**src/rtl/inst_loader_pkg.sv**
```systemverilog
// Shared types for the boot-time program loader.
//   Types      : core-wide instruction word and address types.
//   LoaderType : loader FSM state encoding and stream framing constants.
package Types;
    typedef logic [31:0] inst_t;
    typedef logic [31:0] addr_t;
endpackage

package LoaderType;
    typedef enum logic [2:0] {
        IDLE  = 3'd0,
        HDR0  = 3'd1,
        HDR1  = 3'd2,
        DATA  = 3'd3,
        CSUM  = 3'd4,
        DONE  = 3'd5,
        ERROR = 3'd6
    } loader_state_t;

    localparam int unsigned BYTES_PER_WORD = 4;
    localparam int unsigned HDR_BYTES      = 2;

    // Lane index of the byte that completes a word.
    localparam logic [1:0] LAST_LANE = 2'(BYTES_PER_WORD - 1);
endpackage

```
**src/rtl/inst_loader_byte_packer.sv**
```systemverilog
// byte_packer: assembles four stream bytes into one little-endian word.
// Ports:
//   clk, rst    : clock, synchronous active-low reset
//   clear       : drop any partial word and restart at lane 0
//   byte_strobe : a byte is accepted this cycle
//   data        : the accepted byte
//   word        : assembly register with the incoming byte merged into its lane
//   word_valid  : the incoming byte completes a word (word is then complete)
module byte_packer
    import Types::*;
    import LoaderType::*;
(
    input  logic       clk,
    input  logic       rst,
    input  logic       clear,
    input  logic       byte_strobe,
    input  logic [7:0] data,
    output inst_t      word,
    output logic       word_valid
);
    logic [1:0] lane_r;
    inst_t      asm_r;

    // Lane counter and assembly register; lane wraps 3 -> 0 on its own.
    always_ff @(posedge clk) begin
        if (!rst) begin
            lane_r <= 2'd0;
            asm_r  <= 32'h0000_0000;
        end else if (clear) begin
            lane_r <= 2'd0;
            asm_r  <= 32'h0000_0000;
        end else if (byte_strobe) begin
            lane_r <= lane_r + 2'd1;
            asm_r  <= word;
        end else begin
            lane_r <= lane_r;
            asm_r  <= asm_r;
        end
    end

    // Merge the incoming byte into its lane so a complete word is visible
    // in the same cycle its last byte is accepted.
    always_comb begin
        word                        = asm_r;
        word[{lane_r, 3'b000} +: 8] = data;
        word_valid                  = byte_strobe && (lane_r == LAST_LANE);
    end
endmodule

```
**src/rtl/inst_loader.sv**
```systemverilog
// inst_loader: boot-time program loader for the single-cycle MIPS core.
// Receives a byte stream (2-byte LE word count N, then 4N LE payload bytes)
// and writes each word into the instruction fetcher via load/load_inst/
// load_addr/chip_select, holding the CPU in reset until the image is in.
// Optional feature macro: INST_LOADER_CHECKSUM_EN adds a trailing XOR
// checksum byte over the payload; mismatch ends the session in ERROR.
// Ports:
//   clk, rst                       : clock, synchronous active-low reset
//   start                          : begin a session (IDLE/DONE/ERROR only)
//   byte_valid, byte_data          : stream input
//   byte_ready                     : loader accepts a byte this cycle
//   load, load_inst, load_addr     : one-cycle fetcher write
//   chip_select                    : fetcher select for the session
//   cpu_hold                       : keep the CPU in reset
//   busy, done, error              : session status levels
module inst_loader
    import Types::*;
    import LoaderType::*;
#(
    parameter int unsigned DEPTH     = 1024,
    parameter addr_t       BASE_ADDR = 32'h0000_0000
)(
    input  logic       clk,
    input  logic       rst,
    input  logic       start,
    input  logic       byte_valid,
    input  logic [7:0] byte_data,
    output logic       byte_ready,
    output logic       load,
    output inst_t      load_inst,
    output addr_t      load_addr,
    output logic       chip_select,
    output logic       cpu_hold,
    output logic       busy,
    output logic       done,
    output logic       error
);
    localparam int unsigned IDX_W = $clog2(DEPTH) + 1;

    loader_state_t    state_r;
    loader_state_t    next_state;
    logic [IDX_W-1:0] word_idx_r;
    logic [15:0]      count_r;

    logic        accept;
    logic        pack_strobe;
    logic        pack_clear;
    logic        word_valid;
    inst_t       word;
    logic [15:0] hdr_count;
    logic        hdr_bad;
    logic        last_word;
    logic        final_word;

    logic busy_nx;
    logic ready_nx;
    logic chip_nx;
    logic load_nx;

    assign accept      = byte_valid && byte_ready;
    assign pack_strobe = accept && (state_r == DATA);
    assign pack_clear  = (state_r != DATA);
    assign hdr_count   = {byte_data, count_r[7:0]};
    assign hdr_bad     = (hdr_count == 16'd0) || (32'(hdr_count) > DEPTH);
    assign last_word   = (16'(word_idx_r) == (count_r - 16'd1));
    assign final_word  = pack_strobe && word_valid && last_word;

    byte_packer u_packer (
        .clk         (clk),
        .rst         (rst),
        .clear       (pack_clear),
        .byte_strobe (pack_strobe),
        .data        (byte_data),
        .word        (word),
        .word_valid  (word_valid)
    );

    // FSM state register.
    always_ff @(posedge clk) begin
        if (!rst) begin
            state_r <= IDLE;
        end else begin
            state_r <= next_state;
        end
    end

    // Header capture and word index; the index restarts whenever DATA is left.
    always_ff @(posedge clk) begin
        if (!rst) begin
            count_r    <= 16'd0;
            word_idx_r <= '0;
        end else begin
            if (accept && (state_r == HDR0)) begin
                count_r <= {8'd0, byte_data};
            end else if (accept && (state_r == HDR1)) begin
                count_r <= hdr_count;
            end else begin
                count_r <= count_r;
            end

            if (state_r != DATA) begin
                word_idx_r <= '0;
            end else if (pack_strobe && word_valid) begin
                word_idx_r <= word_idx_r + 1'b1;
            end else begin
                word_idx_r <= word_idx_r;
            end
        end
    end

`ifdef INST_LOADER_CHECKSUM_EN
    logic [7:0] xor_r;

    // Running XOR over payload bytes, cleared at the start of each header.
    always_ff @(posedge clk) begin
        if (!rst) begin
            xor_r <= 8'd0;
        end else if (state_r == HDR0) begin
            xor_r <= 8'd0;
        end else if (pack_strobe) begin
            xor_r <= xor_r ^ byte_data;
        end else begin
            xor_r <= xor_r;
        end
    end
`else
    logic all_packed;
    assign all_packed = (16'(word_idx_r) == count_r);
`endif

    // Next-state logic.
    always_comb begin
        next_state = state_r;
        case (state_r)
            IDLE: begin
                if (start) next_state = HDR0;
                else       next_state = IDLE;
            end
            HDR0: begin
                if (accept) next_state = HDR1;
                else        next_state = HDR0;
            end
            HDR1: begin
                if (accept) next_state = hdr_bad ? ERROR : DATA;
                else        next_state = HDR1;
            end
            DATA: begin
`ifdef INST_LOADER_CHECKSUM_EN
                if (final_word) next_state = CSUM;
                else            next_state = DATA;
`else
                // The cycle after the last word is packed carries its strobe;
                // leave DATA on the edge that ends that cycle.
                if (all_packed) next_state = DONE;
                else            next_state = DATA;
`endif
            end
`ifdef INST_LOADER_CHECKSUM_EN
            CSUM: begin
                if (accept) next_state = (byte_data == xor_r) ? DONE : ERROR;
                else        next_state = CSUM;
            end
`endif
            DONE: begin
                if (start) next_state = HDR0;
                else       next_state = DONE;
            end
            ERROR: begin
                if (start) next_state = HDR0;
                else       next_state = ERROR;
            end
            default: next_state = IDLE;
        endcase
    end

    // Output decode from the next state, registered below.
    always_comb begin
        busy_nx = (next_state == HDR0) || (next_state == HDR1) ||
                  (next_state == DATA) || (next_state == CSUM);
`ifdef INST_LOADER_CHECKSUM_EN
        ready_nx = busy_nx;
`else
        // No byte may be taken while the final strobe is out.
        ready_nx = busy_nx && !final_word;
`endif
        chip_nx = (next_state == HDR0) || (next_state == HDR1) ||
                  (next_state == DATA) || (pack_strobe && word_valid);
        load_nx = pack_strobe && word_valid;
    end

    // Output registers; word and address are latched with the strobe.
    always_ff @(posedge clk) begin
        if (!rst) begin
            byte_ready  <= 1'b0;
            load        <= 1'b0;
            load_inst   <= 32'h0000_0000;
            load_addr   <= BASE_ADDR;
            chip_select <= 1'b0;
            cpu_hold    <= 1'b1;
            busy        <= 1'b0;
            done        <= 1'b0;
            error       <= 1'b0;
        end else begin
            byte_ready  <= ready_nx;
            load        <= load_nx;
            chip_select <= chip_nx;
            cpu_hold    <= (next_state != DONE);
            busy        <= busy_nx;
            done        <= (next_state == DONE);
            error       <= (next_state == ERROR);
            if (load_nx) begin
                load_inst <= word;
                load_addr <= BASE_ADDR + addr_t'({word_idx_r, 2'b00});
            end else begin
                load_inst <= load_inst;
                load_addr <= load_addr;
            end
        end
    end
endmodule

```
**config.mk**
```make
export PLATFORM = sky130hd
export DESIGN_NAME = inst_loader
export DESIGN_NICKNAME = d
export VERILOG_FILES = /design/src/rtl/inst_loader_pkg.sv /design/src/rtl/inst_loader_byte_packer.sv /design/src/rtl/inst_loader.sv
export SDC_FILE = /design/constraint.sdc
export NUM_CORES = 1
export LEC_CHECK = 0
export CORE_AREA = 5 5 134 136
export CTS_CLUSTER_DIAMETER = 200
export DETAILED_ROUTE_END_ITERATION = 7
export DIE_AREA = 0 0 139 141
export SYNTH_ARGS = -nofsm -noshare
export SYNTH_HDL_FRONTEND = slang
export SYNTH_SLANG_ARGS = --single-unit
```
**constraint.sdc**
```tcl
create_clock -name clk -period 4.5 [get_ports clk]
set_input_delay 0.45 -clock clk [delete_from_list [all_inputs] [get_ports clk]]
set_output_delay 0.45 -clock clk [all_outputs]
set_load 0.02 [all_outputs]
```
==> reports/results.tsv, run 1 <==
stage	metric	value	unit
run	drv_cap	0	
power_and_ir_drop	p_total	1.95	mW
hold_path	min_path_type	flip-flop to flip-flop	
logic_synthesis	synth.area.top_cells	dfxtp_1 (43%), a211oi_1 (7.3%), nor2_1 (6.4%)	
floorplan	die_area	19600	um2
routing	via_per_inst	4.64	
clock_network	cts_root_buf	clkbuf_16	
hold_path	holdCritStartpoint	load_addr[8]	
placement	routabilityCongestion	0.827	
sta	timing.fmax	395	MHz
global_routing	grt_usage	0.122	
logic_synthesis	netlist_area	4910	um2
cells_and_area	drive_gt1_frac	0.0476	
floorplan	start_util	0.292	
logic_synthesis	yosysTopAreaCellShare	0.432	
floorplan	io_pins	83	
floorplan	rows	48	
logic_synthesis	yosysMostFrequentCell	dfxtp_1	
global_routing	antenna_found_initial	0	
routing	wirelength	12.0	mm
floorplan	coreArea	16800	um2
logic_synthesis	synthCells	593	
clock_network	cts_setup_buffers	0	
logic_synthesis	ys_top_cells_by_count	dfxtp_1 (106), nor2_1 (84), a21oi_1 (57), nand2_1 (57), a211oi_1 (48)	
clock_network	cts_hold_buf	0	
placement	hpwl	8.27	mm
sta	rsz0062_at_grt	false	
sta	worst_pin_slew	0.989	ns
logic_synthesis	postSynth.asyncResetShare	0	
global_routing	first_global_vias	3653	
floorplan	fp.dieW	139	um
sta	fin_skew	0.00726	ns
clock_network	numCtsBuffers	9	
critical_path	worstSetupEndpointType	flip-flop	
clock_network	clk_latency	0.36	ns
critical_path	cp.arrival	2.79	ns
global_routing	overflow	0	
critical_path	cp-start-kind	flip-flop	
critical_path	crit_start	state_r[1]	
power_and_ir_drop	powerDensity	329	nW/um2
logic_synthesis	syn_area_per_cell	8.28	um2
sta	slew_viol_final	0	
clock_network	clock-sinks	106	
logic_synthesis	yosysTopAreaCell	dfxtp_1	
cells_and_area	final_util	0.352	
critical_path	crit_type	flip-flop to flip-flop	
clock_network	tritoncts	yes	
logic_synthesis	ys.flop_type	dfxtp_1	
sta	final-hold-violation-count	0	
global_routing	grt_max_degree	56	
logic_synthesis	synth.distinct_cells	49	
sta	setup_viol	0	
critical_path	path_max_fanout	39	
critical_path	rr_startpoint	state_r[1]	
global_routing	grt_pass1_wl	19.4	mm
power_and_ir_drop	ir_worst_vdd	0.207	mV
routing	wl_per_cell	14.1	um
cells_and_area	fill_cells	1745	
run_status	status	complete, no violations	
logic_synthesis	synth_edf_count	0	
cells_and_area	n_antenna_cell	0	
logic_synthesis	ys_seq_elements	106	
floorplan	die_h	141	um
sta	max-slew-margin-rel	0.340	
cells_and_area	layout.nets	644	
clock_network	path_clk_slew	0.07	ns
clock_network	clk_path_buf_depth	2	
routing	ant_nets	0	
clock_network	cts.htree.levels	3	
clock_network	post_cts_resized	0	
sta	fin_crit_sh	0.563	
sta	tns	0	ns
routing	dr.pass1.iters	4	
cells_and_area	area_delta_synth_final	20.6	%
routing	dr_total_vias	3964	
sta	period_needed	2.53	ns
logic_synthesis	seq_area_frac_synth	0.432	
power_and_ir_drop	power_leakage	1.97	nW
logic_synthesis	ys_warn_count	0	
critical_path	required	4.75	ns
routing	drcViolationCount	0	
placement	portBuffers	61	
routing	drtIter0Drc	187	
==> final cells by class <==
class | instances | area (um2) | area share
multi-input combinational | 434 | 2510 | 0.424
clock buffer | 9 | 225 | 0.0380
timing repair buffer | 67 | 656 | 0.111
inverter | 7 | 26.3 | 0.00444
clock inverter | 7 | 103 | 0.0173
tap | 225 | 282 | 0.0475
sequential | 106 | 2120 | 0.358
==> critical path, stage by stage (launching register included) <==
cell,delay [ns]
dfxtp_1,0.54
and3_1,0.46
and3_2,0.64
buf_4,0.47
nor2_1,0.08
a211oi_1,0.24
==> report_power, final <==
| group | internal [mW] | total (mW) | switching, mW |
|---|---|---|---|
| Combinational | 0.0463 | 0.129 | 0.0828 |
| Sequential | 0.944 | 0.952 | 0.00826 |
| Clock | 0.493 | 0.868 | 0.375 |
==> sequential cells by signal, summed over array words and instances (netlist names) <==
| name | flops |
|---|---|
| busy | 1 |
| byte_ready | 1 |
| chip_select | 1 |
| count_r | 16 |
| cpu_hold | 1 |
| done | 1 |
| error | 1 |
| load | 1 |
| load_addr | 11 |
| load_inst | 32 |
| state_r | 3 |
| u_packer.asm_r | 24 |
| u_packer.lane_r | 2 |
| word_idx_r | 11 |
==> stage by stage <==
stage               hold slack [ns]  setup slack [ns]  std cells  area [um2]
floorplan                     0.463              2.23        613        4980
global placement              0.444              1.68        839        5600
detailed placement            0.446              1.64        839        5600
CTS                           0.457              1.99        855        5920
global route                  0.474              1.73        855        5920
finish                        0.455              1.97        855        5920
==> cell families (layout without fill, tap and decap cells) <==
family	after synthesis	after routing	share of synthesized area
and+or+nand+nor	244	244	0.245
AOI/OAI and AO/OA	122	122	0.156
DFF	106	106	0.432
buffers and inverters	73	90	0.0736
xor gates and xnor gates	31	31	0.0553
muxes	9	9	0.0183
adders and majority gates	7	7	0.0178
other	1	21	0.000764
==> routing by layer <==
| layer | vias to the layer above | wire [um] | GRT usage |
|---|---|---|---|
| met5 | - | 0 | 0 |
| met4 | 0 | 126 | 0.0283 |
| met3 | 13 | 446 | 0.0383 |
| met2 | 62 | 5860 | 0.205 |
| met1 | 1816 | 5600 | 0.153 |
| li1 | 2073 | - | - |
==> cells in the final DEF (no fill, tap or decap), types with 2 or more instances in the layout <==
master and count:
a211oi_1 48, a21oi_1 57, a22oi_1 2, and2_1 2, and3_1 4, and4_1 4
buf_4 6, bufinv_16 2, clkbuf_16 9, clkdlybuf4s50_1 61, clkinvlp_4 3, conb_1 21
dfxtp_1 106, ha_1 7, inv_1 6, mux2i_1 9, nand2_1 57, nand2b_1 5
nand3_1 20, nand3b_1 5, nand4_1 5, nor2_1 83, nor2b_1 27, nor3_1 7
nor3b_1 2, nor4_1 4, nor4b_1 3, nor4bb_1 2, o21ai_0 4, o22ai_1 2
o31a_1 2, or3_1 2, or4_1 3, xnor2_1 13, xor2_1 18
==> path summary, 6_finish.rpt <==
| check | end | slack [ns] | cells after the start |
|---|---|---|---|
| max | load_inst[10] | 1.97 | 5 |
| min | load_addr[8] | 0.45 | 2 |
| max reg2reg | load_inst[10] | 1.97 | 5 |
| min reg2reg | load_addr[8] | 0.45 | 2 |
No activity file was read; power rests on OpenSTA's default activity.
==> run 2: changes to the inputs <==
==> constraint.sdc (replaced) <==
create_clock -name clk -period 2.3 [get_ports clk]
set_input_delay 0.23 -clock clk [delete_from_list [all_inputs] [get_ports clk]]
set_output_delay 0.23 -clock clk [all_outputs]
set_load 0.02 [all_outputs]
==> reports/results.tsv, run 2 (same netlist as run 1, synthesis figures left out) <==
stage	metric	value	unit
floorplan	die_h	141	um
floorplan	io_pins	83	
placement	routabilityCongestion	0.881	
global_routing	overflow	0	
critical_path	path_max_fanout	5	
cells_and_area	final_util	0.368	
routing	drcViolationCount	0	
routing	topRoutingLayerUsed	met4	
global_routing	grt_max_degree	38	
cells_and_area	n_antenna_cell	0	
sta	slew_viol_final	0	
sta	fin_crit_sh	1.01	
cells_and_area	reg.largest.list	load_inst (32), u_packer.asm_r (24), count_r (16)	
critical_path	cp_slowest_cell	or4b_4	
clock_network	tritoncts	yes	
clock_network	cts_hold_buf	0	
critical_path	crit_type	flip-flop to flip-flop	
sta	timing.fmax	432	MHz
sta	setup_slack	-0.0134	ns
cells_and_area	largest_reg_flops	32	
critical_path	cp.arrival	2.55	ns
floorplan	coreArea	16800	um2
critical_path	cp-start-kind	flip-flop	
routing	dr.pass1.iters	4	
sta	fin_skew	0.0112	ns
critical_path	required	2.54	ns
placement	pre_cts_ws	-0.0118	ns
critical_path	crit_start	count_r[0]	
power_and_ir_drop	power_leakage	2.15	nW
placement	hpwl	9.01	mm
global_routing	antenna_found_initial	0	
floorplan	rows	48	
floorplan	start_util	0.292	
power_and_ir_drop	powerDensity	584	nW/um2
run	drv_cap	0	
global_routing	first_global_vias	3878	
critical_path	crit_chain	inv_2 > ha_4 > or4b_4 > o21ai_2 > a21o_1 > nand3_1 > or4_4 > o31a_1	
critical_path	worstSetupEndpointType	flip-flop	
power_and_ir_drop	ir_worst_vdd	0.415	mV
global_routing	grt_pass1_wl	20.4	mm
critical_path	rr_startpoint	count_r[0]	
sta	rsz0062_at_grt	true	
sta	max-slew-margin-rel	0.572	
routing	wl_per_cell	14.2	um
cells_and_area	layout_commonest_cell	dfxtp_1	
critical_path	critical_path.max_stage_delay	0.51	ns
clock_network	numCtsBuffers	9	
cells_and_area	area_delta_synth_final	26.1	%
cells_and_area	drive_gt1_frac	0.109	
cells_and_area	final_cell_mix	dfxtp_1 (104), nor2_1 (83), clkdlybuf4s50_1 (61)	
sta	period_needed	2.31	ns
routing	wirelength	12.7	mm
hold_path	min_path_type	flip-flop to flip-flop	
routing	ant_nets	0	
cells_and_area	fill_cells	1766	
clock_network	clk_path_buf_depth	2	
clock_network	clk_latency	0.36	ns
floorplan	fp.dieW	139	um
floorplan	die_area	19600	um2
critical_path	crit_family	simple AND/OR/NAND/NOR gates	
routing	met2_length	6.01	mm
clock_network	path_clk_slew	0.07	ns
clock_network	cts.htree.levels	3	
cells_and_area	layout.nets	681	
hold_path	holdCritStartpoint	load_inst[26]	
clock_network	cts_root_buf	clkbuf_16	
clock_network	clock-sinks	106	
routing	wl_met1	5.89	mm
critical_path	crit_buf_inv	1	
global_routing	grt_usage	0.130	
sta	setup_viol	1	
routing	dr_total_vias	4161	
sta	worst_pin_slew	0.640	ns
routing	via_per_inst	4.66	
run_status	status	finished, violations left	
cells_and_area	regMostFlops	load_inst	
sta	final-hold-violation-count	0	
routing	drtIter0Drc	248	
run_status	failed_checks	setup timing	
placement	portBuffers	61	
routing	route.met3.wl	530	um
[run 2: changes by cell type in the layout (fill, tap and decap cells not counted), sizes merged]
cell / previous run / this run
buf: 6 / 43
clkbuf: 9 / 13
clkinvlp: 3 / 0
bufinv: 2 / 0
clkinv: 1 / 2
[run 2: cell type report]
type                    instances  area (um2)  share of cell area
clock inverters                 3        22.5             0.00364
repair buffers                104         946               0.153
well taps                     225         282              0.0455
clock buffers                  13         250              0.0404
inverters                       7        26.3             0.00424
multi-input cells             434        2540               0.410
flip-flops and latches        106        2120               0.343
[run 2: worst paths after layout]
path	slack, ns	end	cells past startpoint
min reg2reg	0.45	load_inst[26]	2
max reg2reg	-0.01	byte_ready	8
min	0.45	load_inst[26]	2
max	-0.01	byte_ready	8
[run 2: layer usage]
layer / global-route usage / vias up
met5: 0 / -
met2: 0.210 / 81
met4: 0.0479 / 0
li1: - / 2141
met1: 0.167 / 1922
met3: 0.0332 / 17
[run 2: timing repair]
action | CTS | global route
gates resized for setup | 2 | 9
setup endpoints to repair | 1 | 3
pin swaps | 2 | 6
buffers inserted | 1 | 2
[run 2: report_power, final]
group          internal [mW]  switching, mW  leakage (nW)  total [mW]
combinational          0.120          0.176          1.16       0.296
sequential              1.85         0.0132         0.856        1.86
clock                  0.770          0.691         0.134        1.46
[run 2: stage by stage]
stage	setup TNS [ns]	cells	hold slack, ns	area, um2	total power [mW]
after floorplan	0	613	0.366	4980	2.11
after global placement	0	873	0.442	5860	2.19
after detailed placement	-0.0118	873	0.447	5860	2.19
after CTS	0	890	0.455	6150	3.66
after global routing	-0.0847	892	0.472	6190	3.77
final	-0.0134	892	0.451	6190	3.62
[run 2: worst register-to-register path, stage by stage, from the launching register on]
cell and delay [ns]:
dfxtp_2 0.32, inv_2 0.07, ha_4 0.13, or4b_4 0.51, o21ai_2 0.17, a21o_1 0.13, nand3_1 0.09, or4_4 0.48
o31a_1 0.29
==> RTL change 1: new RTL, config.mk and constraints of run 2 <==
The option `INST_LOADER_CHECKSUM_EN` is turned on by a define.
--- a/src/rtl/inst_loader.sv
+++ b/src/rtl/inst_loader.sv
@@ -15,2 +15,4 @@
 //   busy, done, error              : session status levels
+`define INST_LOADER_CHECKSUM_EN
+
 module inst_loader
Behaviour: not the same (Yosys sat finds a counterexample within 10 cycles, from zero or initial values and one cycle with rst low).
==> RTL change 1 against run 2 <==
The flow still finishes with violations (negative setup slack). Wire length is 8.0% higher. Power is 33% higher. Synthesized area is 7.0% higher. Utilization is 4.7 points higher. Design area is 13% higher. Worst setup slack better by 0.00092 ns. Highest routed layer unchanged. Sequential power is 6% higher. Clock skew is 0.0056 ns lower. Sequential cell count is 7 higher.
==> RTL change 1: results (changes against run 2) <==
* Outcome: complete, but fails checks
* Failing checks: negative setup slack
* Max stage delay on crit path at 0.54 ns (+0.03 ns)
* Crit path max-delay cell type: or4_4
* Vias at 4452 (+7.0%)
* Post-CTS sizing at 11 (+9)
* P_leak at 2.422 nW (+13%)
* Initial detailed-routing violation count at 203 (-18%)
* First-pass GRT wire length at 22.02 mm (+7.9%)
* Final worst slack at -0.01252 ns (+0.0009239 ns)
* Final setup viols at 1 (unchanged)
* Worst Path Arrival at 2.61 ns (+0.06 ns)
* Synth cell types at 52 (+6.1%)
* Area contributors post-synth: dfxtp_1 (43%), a211oi_1 (6.9%), nor2_1 (6.6%), a21oi_1 (4.9%), nand2_1 (4.8%)
* M2 GR Usage at 0.2173 (+0.007671)
* GRT Overall Usage at 0.1399 (+0.01044)
* Metal3 WL at 579 um (+9.2%)
* Sequential cell fraction of total power at 0.411 (-0.103)
* # Post-CTS Setup Buffers at 2 (+1)
* CTS buffer count at 17 (+8)
* Largest net degree at the start of global routing at 58 (+53%)
* Clk pwr share at 0.516 (+0.112)
* Layout cells sized above 1 at 0.1454 (+0.03596)
* Psw at 0.001120 W (+27%)
* Vias in the first global route at 4158 (+7.2%)
* DRT met1 WL at 6.738 mm (+14%)
* Wirelength per Cell at 14.36 um (+0.97%)
* Met2 wire len at 6.255 mm (+4.2%)
* Final RePlAce weighted congestion at 0.8476 (-3.7%)
* Worst clock skew at 0.005660 ns (-0.005587 ns)
## RTL change 1: cell types whose count changed in the layout (fill, tap and decap cells not counted), sizes merged, moves of 6 or more
cell	run 2	this run
buf	43	53
o21ai	5	11
nor2	84	92
mux2i	9	18
clkbuf	13	23
a21oi	57	51
nand2	57	67
a31oi	0	7
dfxtp	106	113
nand3	21	4
xnor2	13	20
## RTL change 1: final cells by class
cell class	instances	area, um^2
Clock buffer	23	488.0
Clock inverter	8	80.08
Fill cell	1690	9831
Inverter	10	37.54
Multi-Input combinational cell	461	2780
Sequential cell	113	2265
Tap cell	225	281.5
Timing Repair Buffer	114	1054
## RTL change 1: per-stage QoR
step	cell area, um^2	total power [W]	worst slack [ns]	std cells
2_1_floorplan	5371	0.002262	-0.03143	652
3_3_place_gp	6314	0.002347	-0.01381	919
3_5_place_dp	6314	0.002347	-0.05169	919
4_1_cts	6937	0.004861	-0.01594	952
5_1_grt	6985	0.005007	-0.1204	954
6_report	6985	0.004826	-0.01252	954
## RTL change 1: final timing paths
check,start,slack [ns],to,cells past startpoint
min reg2reg,load_inst[31],0.45,load_inst[31],2
max reg2reg,count_r[1],-0.01,cpu_hold,8
max,count_r[1],-0.01,cpu_hold,8
min,load_inst[31],0.45,load_inst[31],2
## RTL change 1: cells by family (layout without fill, tap and decap cells)
group | count (synthesis) | count (layout) | synth area share
AND/OR/NAND/NOR | 249 | 249 | 0.2265
AO/OA/AOI/OAI | 130 | 130 | 0.1577
flip-flops | 113 | 113 | 0.4306
buffers and inverters | 78 | 155 | 0.07359
XOR/XNOR | 36 | 36 | 0.06001
multiplexers | 18 | 18 | 0.03429
adder cells (fa/ha/maj) | 7 | 7 | 0.01667
other | 1 | 21 | 0.0007138
==> RTL change 2: new RTL, settings of run 2 <==
Made on the original files. Register the output `error` once more, cleared by the reset; this adds one clock of latency there. The other outputs are not delayed to match.
--- a/src/rtl/inst_loader.sv
+++ b/src/rtl/inst_loader.sv
@@ -39,2 +39,4 @@
 
+    logic error_s0;
+
     loader_state_t    state_r;
@@ -201,3 +203,3 @@
             done        <= 1'b0;
-            error       <= 1'b0;
+            error_s0    <= 1'b0;
         end else begin
@@ -209,3 +211,3 @@
             done        <= (next_state == DONE);
-            error       <= (next_state == ERROR);
+            error_s0    <= (next_state == ERROR);
             if (load_nx) begin
@@ -219,2 +221,10 @@
     end
+    always_ff @(posedge clk) begin
+        if (!rst) begin
+            error <= '0;
+        end else begin
+            error <= error_s0;
+        end
+    end
+
 endmodule
Check against the original RTL: not equivalent (a bounded check fails within 4 cycles, from zero or initial values and one cycle with rst low).
==> RTL change 2 against run 2 <==
Wire length rose by 1.2%. Design area rose by 2.2%. Largest cell class unchanged. Critical path type unchanged. Sequential cell count up 1. Worst setup slack improved by 0.030 ns. Count of clock-buffer cells in the layout decreased by 4. Clock skew down 0.00061 ns. Highest routed layer unchanged. Final cell count down 1.3%. Synthesized area increased by 2.0%. Power rose by 6.1%. Via count grew 0.22%.
==> RTL change 2: results (changes against run 2) <==
* Outcome: finished, final reports clean
* Max clock buf depth at 2 (unchanged)
* Initial antenna violation count at 0 (unchanged)
* Top post-synthesis cells by count: dfxtp_1 (107), nand2_1 (93), nor2_1 (44), a21oi_1 (38), nor2b_1 (35)
* Register area at 2145 um^2 (+0.94%)
* First-pass GRT wire length at 20.82 mm (+2.1%)
* Cell family with most CP delay: simple AND/OR/NAND/NOR gates
* FFs w/ async S/R, synth at 0 (unchanged)
* GRT Overall Usage at 0.1293 (-0.0001841)
* Xor/xnor share of the synthesized area at 0.05072 (-0.004576)
* P_leak at 2.496 nW (+16%)
* Multiplexer area fraction after synthesis at 0.01824 (-0.0001077)
* Initial detailed-routing violation count at 158 (-36%)
* Layout cells sized above 1 at 0.1115 (+0.002005)
* Slew HR at 0.6575 (+0.08572)
* Register area share after synthesis at 0.4278 (-0.004426)
* First-pass DRT Iterations at 4 (unchanged)
* Synth cell types at 51 (+4.1%)
* Max stage delay on crit path at 0.50 ns
* Crit path max-delay cell type: or4b_4
* Final net count at 669 (-1.8%)
* Detail Placement HPWL at 9.324 mm (+3.5%)
* Top flop regs: load_inst: 32 flops, u_packer.asm_r: 24 flops, count_r: 16 flops
* Placed instance count at 862 (-1.3%)
* Largest net degree at the start of global routing at 49 (+29%)
* Final Non-Filler Cells at 880 (-1.3%)
* Worst clock skew at 0.01064 ns (-0.0006093 ns)
* Total of warnings raised by yosys at 0 (unchanged)
* Port buffer count at 61 (unchanged)
* CTS root buf: clkbuf_16
* VDD IR max at 322.9 uV (-22%)
* Diode count at 0 (unchanged)
* Clock transition at path regs at 0.07 ns (about the same)
* Pre-CTS worst setup slack at -0.1396 ns (-0.1278 ns)
* Area contributors post-synth: dfxtp_1 (43%), nand2_1 (7.0%), o211a_1 (4.8%), nor2b_1 (4.4%), a21oi_1 (3.8%)
* Placed Area at 5931 um^2 (+1.2%)
* Worst Path Arrival at 2.52 ns (-0.03 ns)
* FILL cells at 1718 (-2.7%)
* Hold crit path type: input pin to flop
* Routed WL at 12.84 mm (+1.2%)
* Int Power at 0.002946 W (+7.6%)
* Worst Path Max Fanout at 4 (-1)
* Synth Area in Adders at 0.01749 (-0.0003477)
* Final RePlAce weighted congestion at 0.8900 (+1.1%)
* H-tree lvl count at 3 (unchanged)
* Compound-Gate Fraction of Synth Area at 0.1804 (+0.02394)
* Syn Area/Cell at 8.574 um^2 (+3.6%)
* CTS buffer count at 9 (unchanged)
* Clk_lat worst skew at 0.35 ns
* Vias at 4170 (+0.22%)
RTL change 2: changes by cell type after synthesis, sizes merged, moves of 19 or more:
cell           run 2  this run
a211oi            49        25
a21oi             57        38
nor2              84        44
nand2             57        93
a21boi             0        21
o211a              0        24
RTL change 2: worst paths after layout:
kind / slack [ns] / cells past startpoint / end / start
worst max register to register: 0.02 / 8 / chip_select / count_r[1]
worst max-delay path: 0.02 / 8 / chip_select / count_r[1]
worst min register to register: 0.44 / 1 / error / error_s0
worst min-delay path: 0.38 / 2 / load_inst[1] / rst
RTL change 2: per-layer routing:
layer / routed length, um / track usage / share of wire
met1: 5752 / 0.1549 / 0.45
met5: 0 / 0 / 0
met4: 165 / 0.04480 / 0.013
met2: 6468 / 0.2311 / 0.50
met3: 448 / 0.02578 / 0.035
RTL change 2: timing repair:
action / 4_1_cts / 5_1_grt
setup buffers: 0 / 2
setup endpoints to repair: 1 / 10
pin swaps: 0 / 7
resized for setup: 1 / 12
RTL change 2: layout make-up:
| cell class | instances | area share |
|---|---|---|
| Tap cell | 225 | 0.04448 |
| Clock inverter | 7 | 0.01601 |
| Timing Repair Buffer | 98 | 0.1435 |
| Clock buffer | 9 | 0.03559 |
| Inverter | 5 | 0.002966 |
| Multi-Input combinational cell | 429 | 0.4185 |
| Sequential cell | 107 | 0.3389 |
RTL change 2: power groups by stage:
stage               clock [W]  combinational, W  sequential, W
finish                0.00167          0.000289        0.00188
global route          0.00180          0.000311        0.00188
CTS                   0.00172          0.000277        0.00188
detailed placement          0          0.000272        0.00192
global placement            0          0.000268        0.00192
floorplan                   0          0.000187        0.00192
